<file path="src/rtl/uart_wb_bridge_if.sv">
// Byte-stream (UART RX/TX engine) and Wishbone classic signals of the debug bridge.
// The bridge takes the master modport; the UART engines and bus slave take the slave modport.
interface uart_wb_bridge_if #(
  parameter int ADDR_WIDTH = 32,
  parameter int DATA_WIDTH = 32
);
  logic [7:0]            i_RX_DATA;
  logic                  i_RX_VALID;
  logic [7:0]            o_TX_DATA;
  logic                  o_TX_VALID;
  logic                  i_TX_READY;
  logic [ADDR_WIDTH-1:0] o_ADDR;
  logic [DATA_WIDTH-1:0] o_DATA;
  logic [DATA_WIDTH-1:0] i_DATA;
  logic                  o_WE;
  logic [3:0]            o_SEL;
  logic                  o_STB;
  logic                  o_CYC;
  logic                  i_ACK;
  logic                  o_OVERRUN;

  modport master (
    input  i_RX_DATA, i_RX_VALID, i_TX_READY, i_DATA, i_ACK,
    output o_TX_DATA, o_TX_VALID, o_ADDR, o_DATA, o_WE, o_SEL, o_STB, o_CYC, o_OVERRUN
  );

  modport slave (
    output i_RX_DATA, i_RX_VALID, i_TX_READY, i_DATA, i_ACK,
    input  o_TX_DATA, o_TX_VALID, o_ADDR, o_DATA, o_WE, o_SEL, o_STB, o_CYC, o_OVERRUN
  );
endinterface

</file>
<file path="src/rtl/uart_wb_bridge.sv">
// Serial 'W'/'R' frame decoder that issues one 32-bit Wishbone classic cycle per frame.
// STB rises 1 cycle after the last frame byte; RX has no backpressure (dropped bytes set overrun), TX waits on ready.
module uart_wb_bridge #(
  parameter int ADDR_WIDTH   = 32,
  parameter int DATA_WIDTH   = 32,
  parameter int BUS_TIMEOUT  = 1024,
  parameter int IDLE_TIMEOUT = 1250000
) (
  input  logic                 i_CLK,
  input  logic                 i_RST,
  uart_wb_bridge_if.master     bus_io
);

  localparam logic [7:0] OP_W    = 8'h57;
  localparam logic [7:0] OP_R    = 8'h52;
  localparam logic [7:0] RSP_ACK = 8'h06;
  localparam logic [7:0] RSP_ERR = 8'h15;
  localparam int IW = $clog2(IDLE_TIMEOUT + 1);
  localparam int BW = $clog2(BUS_TIMEOUT + 1);
  localparam logic [IW-1:0] IDLE_LAST = IW'(IDLE_TIMEOUT - 1);
  localparam logic [BW-1:0] BUS_LAST  = BW'(BUS_TIMEOUT - 1);

  typedef enum logic [2:0] {S_IDLE, S_ADDR, S_WDATA, S_BUS, S_RESP} state_t;

  state_t        state_q, state_d;
  logic          is_wr_q, is_wr_d;
  logic [1:0]    cnt_q, cnt_d;
  logic [1:0]    rsp_last_q, rsp_last_d;
  logic [31:0]   addr_q, addr_d;
  logic [31:0]   wdat_q, wdat_d;
  logic [31:0]   rsp_q, rsp_d;
  logic [IW-1:0] idle_q, idle_d;
  logic [BW-1:0] bus_q, bus_d;
  logic          ovr_q, ovr_d;
  logic          idle_expired;

  assign idle_expired = (idle_q == IDLE_LAST);

  always_comb begin
    state_d    = state_q;
    is_wr_d    = is_wr_q;
    cnt_d      = cnt_q;
    rsp_last_d = rsp_last_q;
    addr_d     = addr_q;
    wdat_d     = wdat_q;
    rsp_d      = rsp_q;
    idle_d     = idle_q;
    bus_d      = bus_q;
    ovr_d      = ovr_q;

    if (bus_io.i_RX_VALID && (state_q == S_BUS || state_q == S_RESP)) begin
      ovr_d = 1'b1;
    end

    case (state_q)
      S_IDLE: begin
        if (bus_io.i_RX_VALID) begin
          cnt_d  = 2'd0;
          idle_d = '0;
          if (bus_io.i_RX_DATA == OP_W || bus_io.i_RX_DATA == OP_R) begin
            is_wr_d = (bus_io.i_RX_DATA == OP_W);
            state_d = S_ADDR;
          end else begin
            rsp_d      = {24'h0, RSP_ERR};
            rsp_last_d = 2'd0;
            state_d    = S_RESP;
          end
        end
      end

      // Timeout is checked first so a byte arriving on the expiry cycle is discarded.
      S_ADDR, S_WDATA: begin
        if (idle_expired) begin
          state_d = S_IDLE;
        end else if (bus_io.i_RX_VALID) begin
          idle_d = '0;
          cnt_d  = cnt_q + 2'd1;
          if (state_q == S_ADDR) begin
            addr_d = {bus_io.i_RX_DATA, addr_q[31:8]};
          end else begin
            wdat_d = {bus_io.i_RX_DATA, wdat_q[31:8]};
          end
          if (cnt_q == 2'd3) begin
            bus_d   = '0;
            state_d = (state_q == S_ADDR && is_wr_q) ? S_WDATA : S_BUS;
          end
        end else begin
          idle_d = idle_q + 1'b1;
        end
      end

      // ACK is tested before the timeout so a late ACK still completes normally.
      S_BUS: begin
        if (bus_io.i_ACK) begin
          rsp_d      = is_wr_q ? {24'h0, RSP_ACK} : 32'(bus_io.i_DATA);
          rsp_last_d = is_wr_q ? 2'd0 : 2'd3;
          cnt_d      = 2'd0;
          state_d    = S_RESP;
        end else if (bus_q == BUS_LAST) begin
          rsp_d      = {24'h0, RSP_ERR};
          rsp_last_d = 2'd0;
          cnt_d      = 2'd0;
          state_d    = S_RESP;
        end else begin
          bus_d = bus_q + 1'b1;
        end
      end

      S_RESP: begin
        if (bus_io.i_TX_READY) begin
          if (cnt_q == rsp_last_q) begin
            state_d = S_IDLE;
          end else begin
            cnt_d = cnt_q + 2'd1;
            rsp_d = {8'h00, rsp_q[31:8]};
          end
        end
      end

      default: state_d = S_IDLE;
    endcase
  end

  always_ff @(posedge i_CLK) begin
    if (i_RST) begin
      state_q    <= S_IDLE;
      is_wr_q    <= 1'b0;
      cnt_q      <= 2'd0;
      rsp_last_q <= 2'd0;
      addr_q     <= '0;
      wdat_q     <= '0;
      rsp_q      <= '0;
      idle_q     <= '0;
      bus_q      <= '0;
      ovr_q      <= 1'b0;
    end else begin
      state_q    <= state_d;
      is_wr_q    <= is_wr_d;
      cnt_q      <= cnt_d;
      rsp_last_q <= rsp_last_d;
      addr_q     <= addr_d;
      wdat_q     <= wdat_d;
      rsp_q      <= rsp_d;
      idle_q     <= idle_d;
      bus_q      <= bus_d;
      ovr_q      <= ovr_d;
    end
  end

  assign bus_io.o_CYC      = (state_q == S_BUS);
  assign bus_io.o_STB      = (state_q == S_BUS);
  assign bus_io.o_WE       = (state_q == S_BUS) && is_wr_q;
  assign bus_io.o_SEL      = 4'b1111;
  assign bus_io.o_ADDR     = addr_q[ADDR_WIDTH-1:0];
  assign bus_io.o_DATA     = DATA_WIDTH'(wdat_q);
  assign bus_io.o_TX_VALID = (state_q == S_RESP);
  assign bus_io.o_TX_DATA  = rsp_q[7:0];
  assign bus_io.o_OVERRUN  = ovr_q;

endmodule

</file>
<file path="src/flat_wrapper.sv">
// flat-port wrapper written by rule: the top's interface ports become plain ports
module uart_wb_bridge_flat 
#(
  parameter int ADDR_WIDTH   = 32,
  parameter int DATA_WIDTH   = 32,
  parameter int BUS_TIMEOUT  = 1024,
  parameter int IDLE_TIMEOUT = 1250000
)
  (i_CLK, i_RST, bus_io_i_RX_DATA, bus_io_i_RX_VALID, bus_io_i_TX_READY, bus_io_i_DATA, bus_io_i_ACK, bus_io_o_TX_DATA, bus_io_o_TX_VALID, bus_io_o_ADDR, bus_io_o_DATA, bus_io_o_WE, bus_io_o_SEL, bus_io_o_STB, bus_io_o_CYC, bus_io_o_OVERRUN);
  uart_wb_bridge_if #(.ADDR_WIDTH(ADDR_WIDTH), .DATA_WIDTH(DATA_WIDTH)) bus_io_i ();
  input  logic i_CLK;
  input  logic i_RST;
  input wire logic [$bits(bus_io_i.i_RX_DATA)-1:0] bus_io_i_RX_DATA;
  input wire logic [$bits(bus_io_i.i_RX_VALID)-1:0] bus_io_i_RX_VALID;
  input wire logic [$bits(bus_io_i.i_TX_READY)-1:0] bus_io_i_TX_READY;
  input wire logic [$bits(bus_io_i.i_DATA)-1:0] bus_io_i_DATA;
  input wire logic [$bits(bus_io_i.i_ACK)-1:0] bus_io_i_ACK;
  output wire logic [$bits(bus_io_i.o_TX_DATA)-1:0] bus_io_o_TX_DATA;
  output wire logic [$bits(bus_io_i.o_TX_VALID)-1:0] bus_io_o_TX_VALID;
  output wire logic [$bits(bus_io_i.o_ADDR)-1:0] bus_io_o_ADDR;
  output wire logic [$bits(bus_io_i.o_DATA)-1:0] bus_io_o_DATA;
  output wire logic [$bits(bus_io_i.o_WE)-1:0] bus_io_o_WE;
  output wire logic [$bits(bus_io_i.o_SEL)-1:0] bus_io_o_SEL;
  output wire logic [$bits(bus_io_i.o_STB)-1:0] bus_io_o_STB;
  output wire logic [$bits(bus_io_i.o_CYC)-1:0] bus_io_o_CYC;
  output wire logic [$bits(bus_io_i.o_OVERRUN)-1:0] bus_io_o_OVERRUN;
  assign bus_io_i.i_RX_DATA = bus_io_i_RX_DATA;
  assign bus_io_i.i_RX_VALID = bus_io_i_RX_VALID;
  assign bus_io_i.i_TX_READY = bus_io_i_TX_READY;
  assign bus_io_i.i_DATA = bus_io_i_DATA;
  assign bus_io_i.i_ACK = bus_io_i_ACK;
  assign bus_io_o_TX_DATA = bus_io_i.o_TX_DATA;
  assign bus_io_o_TX_VALID = bus_io_i.o_TX_VALID;
  assign bus_io_o_ADDR = bus_io_i.o_ADDR;
  assign bus_io_o_DATA = bus_io_i.o_DATA;
  assign bus_io_o_WE = bus_io_i.o_WE;
  assign bus_io_o_SEL = bus_io_i.o_SEL;
  assign bus_io_o_STB = bus_io_i.o_STB;
  assign bus_io_o_CYC = bus_io_i.o_CYC;
  assign bus_io_o_OVERRUN = bus_io_i.o_OVERRUN;
  uart_wb_bridge #(.ADDR_WIDTH(ADDR_WIDTH), .DATA_WIDTH(DATA_WIDTH), .BUS_TIMEOUT(BUS_TIMEOUT), .IDLE_TIMEOUT(IDLE_TIMEOUT)) u_core (.i_CLK(i_CLK), .i_RST(i_RST), .bus_io(bus_io_i));
endmodule
</file>
<file path="config.mk">
export PLATFORM = sky130hd
export DESIGN_NAME = uart_wb_bridge_flat
export DESIGN_NICKNAME = d
export VERILOG_FILES = /design/src/rtl/uart_wb_bridge_if.sv /design/src/rtl/uart_wb_bridge.sv /design/src/flat_wrapper.sv
export SDC_FILE = /design/constraint.sdc
export NUM_CORES = 1
export LEC_CHECK = 0
export CAP_MARGIN = 20
export CORE_MARGIN = 3
export CORE_UTILIZATION = 53
export CTS_BUF_LIST = sky130_fd_sc_hd__clkbuf_8
export CTS_CLUSTER_DIAMETER = 80
export DETAILED_ROUTE_END_ITERATION = 16
export MAX_ROUTING_LAYER = met4
export PLACE_DENSITY = 0.82
export SLEW_MARGIN = 5
export SYNTH_ARGS = -nofsm -noshare
export SYNTH_HDL_FRONTEND = slang
export SYNTH_SLANG_ARGS = --single-unit
export TNS_END_PERCENT = 1
</file>
<file path="constraint.sdc">
create_clock -name i_CLK -period 2.4 [get_ports i_CLK]
set_input_delay 0.24 -clock i_CLK [delete_from_list [all_inputs] [get_ports i_CLK]]
set_output_delay 0.24 -clock i_CLK [all_outputs]
set_load 0.02 [all_outputs]
</file>
### Word level (Yosys, flattened, before mapping)

Cells that the tools add are included.

* multiplexer cells: 42
* multipliers: 0
* bitwise gates (word level): 2
* $add $sub $neg: 3
* shift operators: 0
* divide/modulo/power cells: 0
* equality and inequality tests: 23
* reductions and logical operators: 21
* order comparisons: 0

Operator list (number)
* 32-bit two-way mux: 7
* 32-bit one-hot mux with 3 select lines: 1
* 21-bit two-way mux: 3
* 11-bit two-way mux: 5
* 21-bit one-hot mux with 2 select lines: 1
* 3-bit two-way mux: 9
* 2-bit two-way mux: 11
* 11-bit one-hot mux with 2 select lines: 1
* 21-bit by 1-bit adder with 21-bit output, second input constant: 1
* 21-bit equality test, second input constant: 1
* 6-bit AND reduction: 3
* 8-bit by 7-bit equality test with 1-bit output, second input constant: 2
* 2-bit inequality test, second input constant: 8
* 3-bit one-hot mux with 4 select lines: 1
* 4-bit AND reduction: 3
* 11-bit by 1-bit adder with 11-bit output, second input constant: 1
* 11-bit by 10-bit equality test with 1-bit output, second input constant: 1
* 2-bit one-hot mux with 4 select lines: 1
* 7-bit AND reduction: 1
* 3-bit by 2-bit equality test with 1-bit output, second input constant: 2
* 3-bit by 2-bit inequality test with 1-bit output, second input constant: 2
* 3-bit AND reduction: 2
* 2-bit nonzero test: 3
* 2-bit by 1-bit inequality test with 1-bit output, second input constant: 2
* other kinds (15): 19

* word-level logic and storage cells: 101
* flip-flop bits (word level): 137
* latch bits: 0
* memory bits (read-only): 0
* output and inout port bits: 81
* input port bits: 45
* memories: 0
* bits in writable memories: 0

### Depth between registers and ports, before layout

* word-level depth: 7
* depth in mapped cells: 9
* mapped depth without buffers: 7

### Worst setup path after synthesis

Ideal clock, no wire load.

* path kind: reg-to-reg
* from: register u_core.idle_q[0]
* to: register u_core.bus_q[1]
* required time: 2.284 ns
* arrival: 2.025 ns
* setup slack: 0.258 ns
* setup time: 0.116 ns
* cell stages (with the launch flop): 8
* period minus slack after synthesis: 2.142 ns
* path through: dfxtp_1 > ha_1 > nand3_2 > or4b_1 > buf_2 > o31ai_4 > nor2_2 > a41o_1

* word-level cells in the longest chain between the ends: 3

RTL lines
* start, declared: RTL line uart_wb_bridge.sv:32 `logic [IW-1:0] idle_q, idle_d;`
* start signal, assigned: RTL line uart_wb_bridge.sv:144 `idle_q <= idle_d;`
* 21-bit equality test: RTL line uart_wb_bridge.sv:37 `assign idle_expired = (idle_q == IDLE_LAST);`
* 2-bit inequality test (no source line)
* 6-bit AND reduction (no source line)
* end signal, assigned: RTL line uart_wb_bridge.sv:145 `bus_q <= bus_d;`
* end, declared: RTL line uart_wb_bridge.sv:33 `logic [BW-1:0] bus_q, bus_d;`

No other way between the ends.
A chain may end at the register's enable or synchronous reset.

### Worst setup path in the final report

* from: register u_core.state_q[2]
* to: output bus_io_o_WE

* word-level cells in the longest chain between the ends: 2

RTL lines
* start, declared: RTL line uart_wb_bridge.sv:25 `state_t state_q, state_d;`
* start signal, assigned: RTL line uart_wb_bridge.sv:137 `state_q <= state_d;`
* 3-bit by 2-bit equality test with 1-bit output: RTL line uart_wb_bridge.sv:152 `assign bus_io.o_WE = (state_q == S_BUS) && is_wr_q;`
* 1-bit logical AND: RTL line uart_wb_bridge.sv:152
* end, declared: RTL line flat_wrapper.sv:22 `output wire logic [$bits(bus_io_i.o_WE)-1:0] bus_io_o_WE;`

No other way between the ends.

==> impl_metrics.ini <==
[synth]
mappedNetlistArea_sq_um = 6040
synth_warnings = 0
synth_enable_flop_cells = 0
yosys-top-cells-area = dfxtp_1 45%, mux2i_1 11%, nor2_1 5.9%
async_reset_ff_frac = 0
synth_top_cell_by_area = dfxtp_1
netlist.area_leader.share = 0.451
synth_top_flop_cell = dfxtp_1
syn_inst = 651
synth_area_per_cell_sq_um = 9.28
ys_seq_area_frac = 0.451
synth_seq_cells = 136
synth_cell_types = 65

[route]
antenna_left = 0
drt-vias-per-instance = 5.76
wl_um = 15200
remaining_drc_errors = 0
vias = 5326
drtIter0Drc = 412
dr.pass1.iters = 5
wl_per_cell_um = 16.4

[layout]
drive_gt1_frac = 0.121
design_area_sq_um = 7830
mostFrequentLayoutCells = 133 x dfxtp_1, 119 x clkdlybuf4s50_1, 95 x nor2_1
layout_commonest_cell = dfxtp_1
num_antenna_cells = 0
syn2layout_area_growth_pct = 29.6
nNetsFinal = 821
fill_cells = 810
fin_cells = 925

[power]
p_seq_frac = 0.519
combPwrFrac = 0.109
design_power_total_mw = 4.52
power_density_nw_per_um2 = 577
power_leakage_nw = 3.21
clock_power_share = 0.373
power_switching_mw = 1.14
ir_worst_vdd_v = 0.000502
swShare = 0.253
p_int_mw = 3.38

[grt]
grt_start_max_net_pins = 108
grt-ovfl-total = 0
antenna_found_initial = 0
grt_pass1_wl_um = 24800
grt_pass1_vias = 5159
track_usage = 0.246

[setup_path]
path_cells = inv_2, nand3_1, clkinv_1, buf_4, and2_1, clkdlybuf4s50_1
critPathKind = flip-flop to output port
crit_required_ns = 2.16
critPathMaxFanout = 9
cpMaxStageDelayCell = clkdlybuf4s50_1
critical_path_arrival_ns = 2.00
max_stage_delay_ns = 0.61
end_kind = output port
start_kind = flip-flop

[clocking]
cts_tree = built
h-tree-depth = 4
cts.clk_slew.worst_paths_ns = 0.07
ctsRootBufferMaster = clkbuf_8
clk_latency_ns = 0.44
postCtsHoldBufs = 0
cts_buffers = 17
cts.sinks = 136
clock_path_buffers = 2
cts_setup_buffers = 0

[floorplanning]
core_area_sq_um = 11000
dieArea_sq_um = 12700
io_pins = 126
placementRows = 38
initial_core_util = 0.550
die_w_um = 113
die_h_um = 113

[timing]
rsz0062_at_grt = false
setup_viol_count_final = 0
hold_viol = 0
fmax_ghz = 0.447
worstMarginPinSlew_ns = 0.692
max_slew_margin = 0.535
tns_ns = 0
finalClockSkew_ns = 0.00701
fin_crit_ns = 2.24
final-max-slew-violation-count = 0
min_period_over_period = 0.932

[place]
placed_area_sq_um = 7450
numPortBuffers = 121
gp_congestion = 0.832
dp_hpwl_um = 10700
place_inst = 894

[status]
status = finished, final reports clean

[run]
drv_cap = 0

[worst_hold_path]
hp-class = input pin to flip-flop
registers in the layout, summed over array words and instances (netlist names):
| register | cells |
|---|---|
| u_core.rsp_q | 32 |
| u_core.bus_q | 11 |
| u_core.state_q | 3 |
| u_core.is_wr_q | 1 |
| u_core.idle_q | 21 |
| u_core.bus_io.o_ADDR | 32 |
| u_core.bus_io.o_OVERRUN | 1 |
| u_core.bus_io.o_DATA | 32 |
| u_core.cnt_q | 2 |
| u_core.rsp_last_q | 1 |
cell type report:
cell class	count	area, sq um	area share
clock buffers	19	262	0.0334
clock inverters	12	88.8	0.0113
inverters	9	33.8	0.00431
multi-input cells	456	3000	0.383
flip-flops and latches	136	2730	0.349
well taps	140	175	0.0224
repair buffers	153	1540	0.197
cell families (layout without fill, tap and decap cells):
| family | after synthesis | after routing | share of synthesized area |
|---|---|---|---|
| compound gates | 149 | 149 | 0.179 |
| fa+ha+maj | 3 | 3 | 0.00621 |
| mux | 68 | 68 | 0.113 |
| flops | 136 | 136 | 0.451 |
| xor+xnor | 17 | 17 | 0.0246 |
| simple gates | 215 | 215 | 0.168 |
| other cells | 1 | 4 | 0.000621 |
| buf+inv | 62 | 193 | 0.0588 |
path summary, 6_finish.rpt:
kind | start | end | slack (ns) | depth (start not counted)
worst max-delay path | u_core.state_q[2]$_SDFFE_PP0P_ | bus_io_o_WE | 0.16 | 6
worst min-delay path | i_RST | u_core.state_q[1]$_SDFFE_PP0P_ | 0.25 | 4
worst max register to register | u_core.bus_q[1]$_SDFFE_PP0P_ | u_core.rsp_q[18]$_SDFFE_PP0P_ | 0.17 | 8
worst min register to register | u_core.bus_q[10]$_SDFFE_PP0P_ | u_core.bus_q[10]$_SDFFE_PP0P_ | 0.46 | 1
synthesized netlist by cell type, types with 4 or more instances:
cell,number
nand3_1,19
dfxtp_1,136
nor2_1,95
and3_1,4
o21ai_0,19
a21oi_2,5
inv_1,5
a21oi_1,45
nor4_1,4
buf_2,11
nor3_1,12
a211oi_1,21
nand2_1,39
clkbuf_1,21
nand4_1,12
or3_1,4
a22oi_1,20
mux2i_1,68
buf_6,8
o31ai_1,5
xor2_1,17
a311oi_2,4
buf_4,13
per-stage QoR:
step	util	hold slack (ns)	setup WS, ns
5_1_grt	0.713	0.253	0.0176
3_3_place_gp	0.679	0.444	-0.0572
6_report	0.713	0.249	0.162
3_5_place_dp	0.679	0.451	-0.192
2_1_floorplan	-	0.376	0.258
4_1_cts	0.711	0.218	0.00113
routing by layer:
layer	track usage	vias up	part of all wire
met3	0.0599	27	0.055
met5	-	-	0
li1	-	2580	-
met4	0.103	0	0.022
met1	0.311	2553	0.44
met2	0.378	166	0.49
critical path: cells and delay by family, from the launching register on:
family | cells | cell delay [ns]
buffers and inverters | 4 | 0.96
AND/OR/NAND/NOR | 2 | 0.24
flip-flops | 1 | 0.35
power by group through the flow:
stage	Combinational, mW	Sequential [mW]	Clock, mW
after floorplan	0.298	2.39	0
after global placement	0.467	2.39	0
after detailed placement	0.481	2.40	0
after CTS	0.483	2.34	1.72
after global routing	0.528	2.35	1.81
final	0.491	2.34	1.69
timing repair:
action                                  CTS  global route
hold endpoints to repair                  0             0
resized for setup                         2             8
endpoints found under the setup margin    1            92
Note: power is estimated with default switching activity, not from simulation.
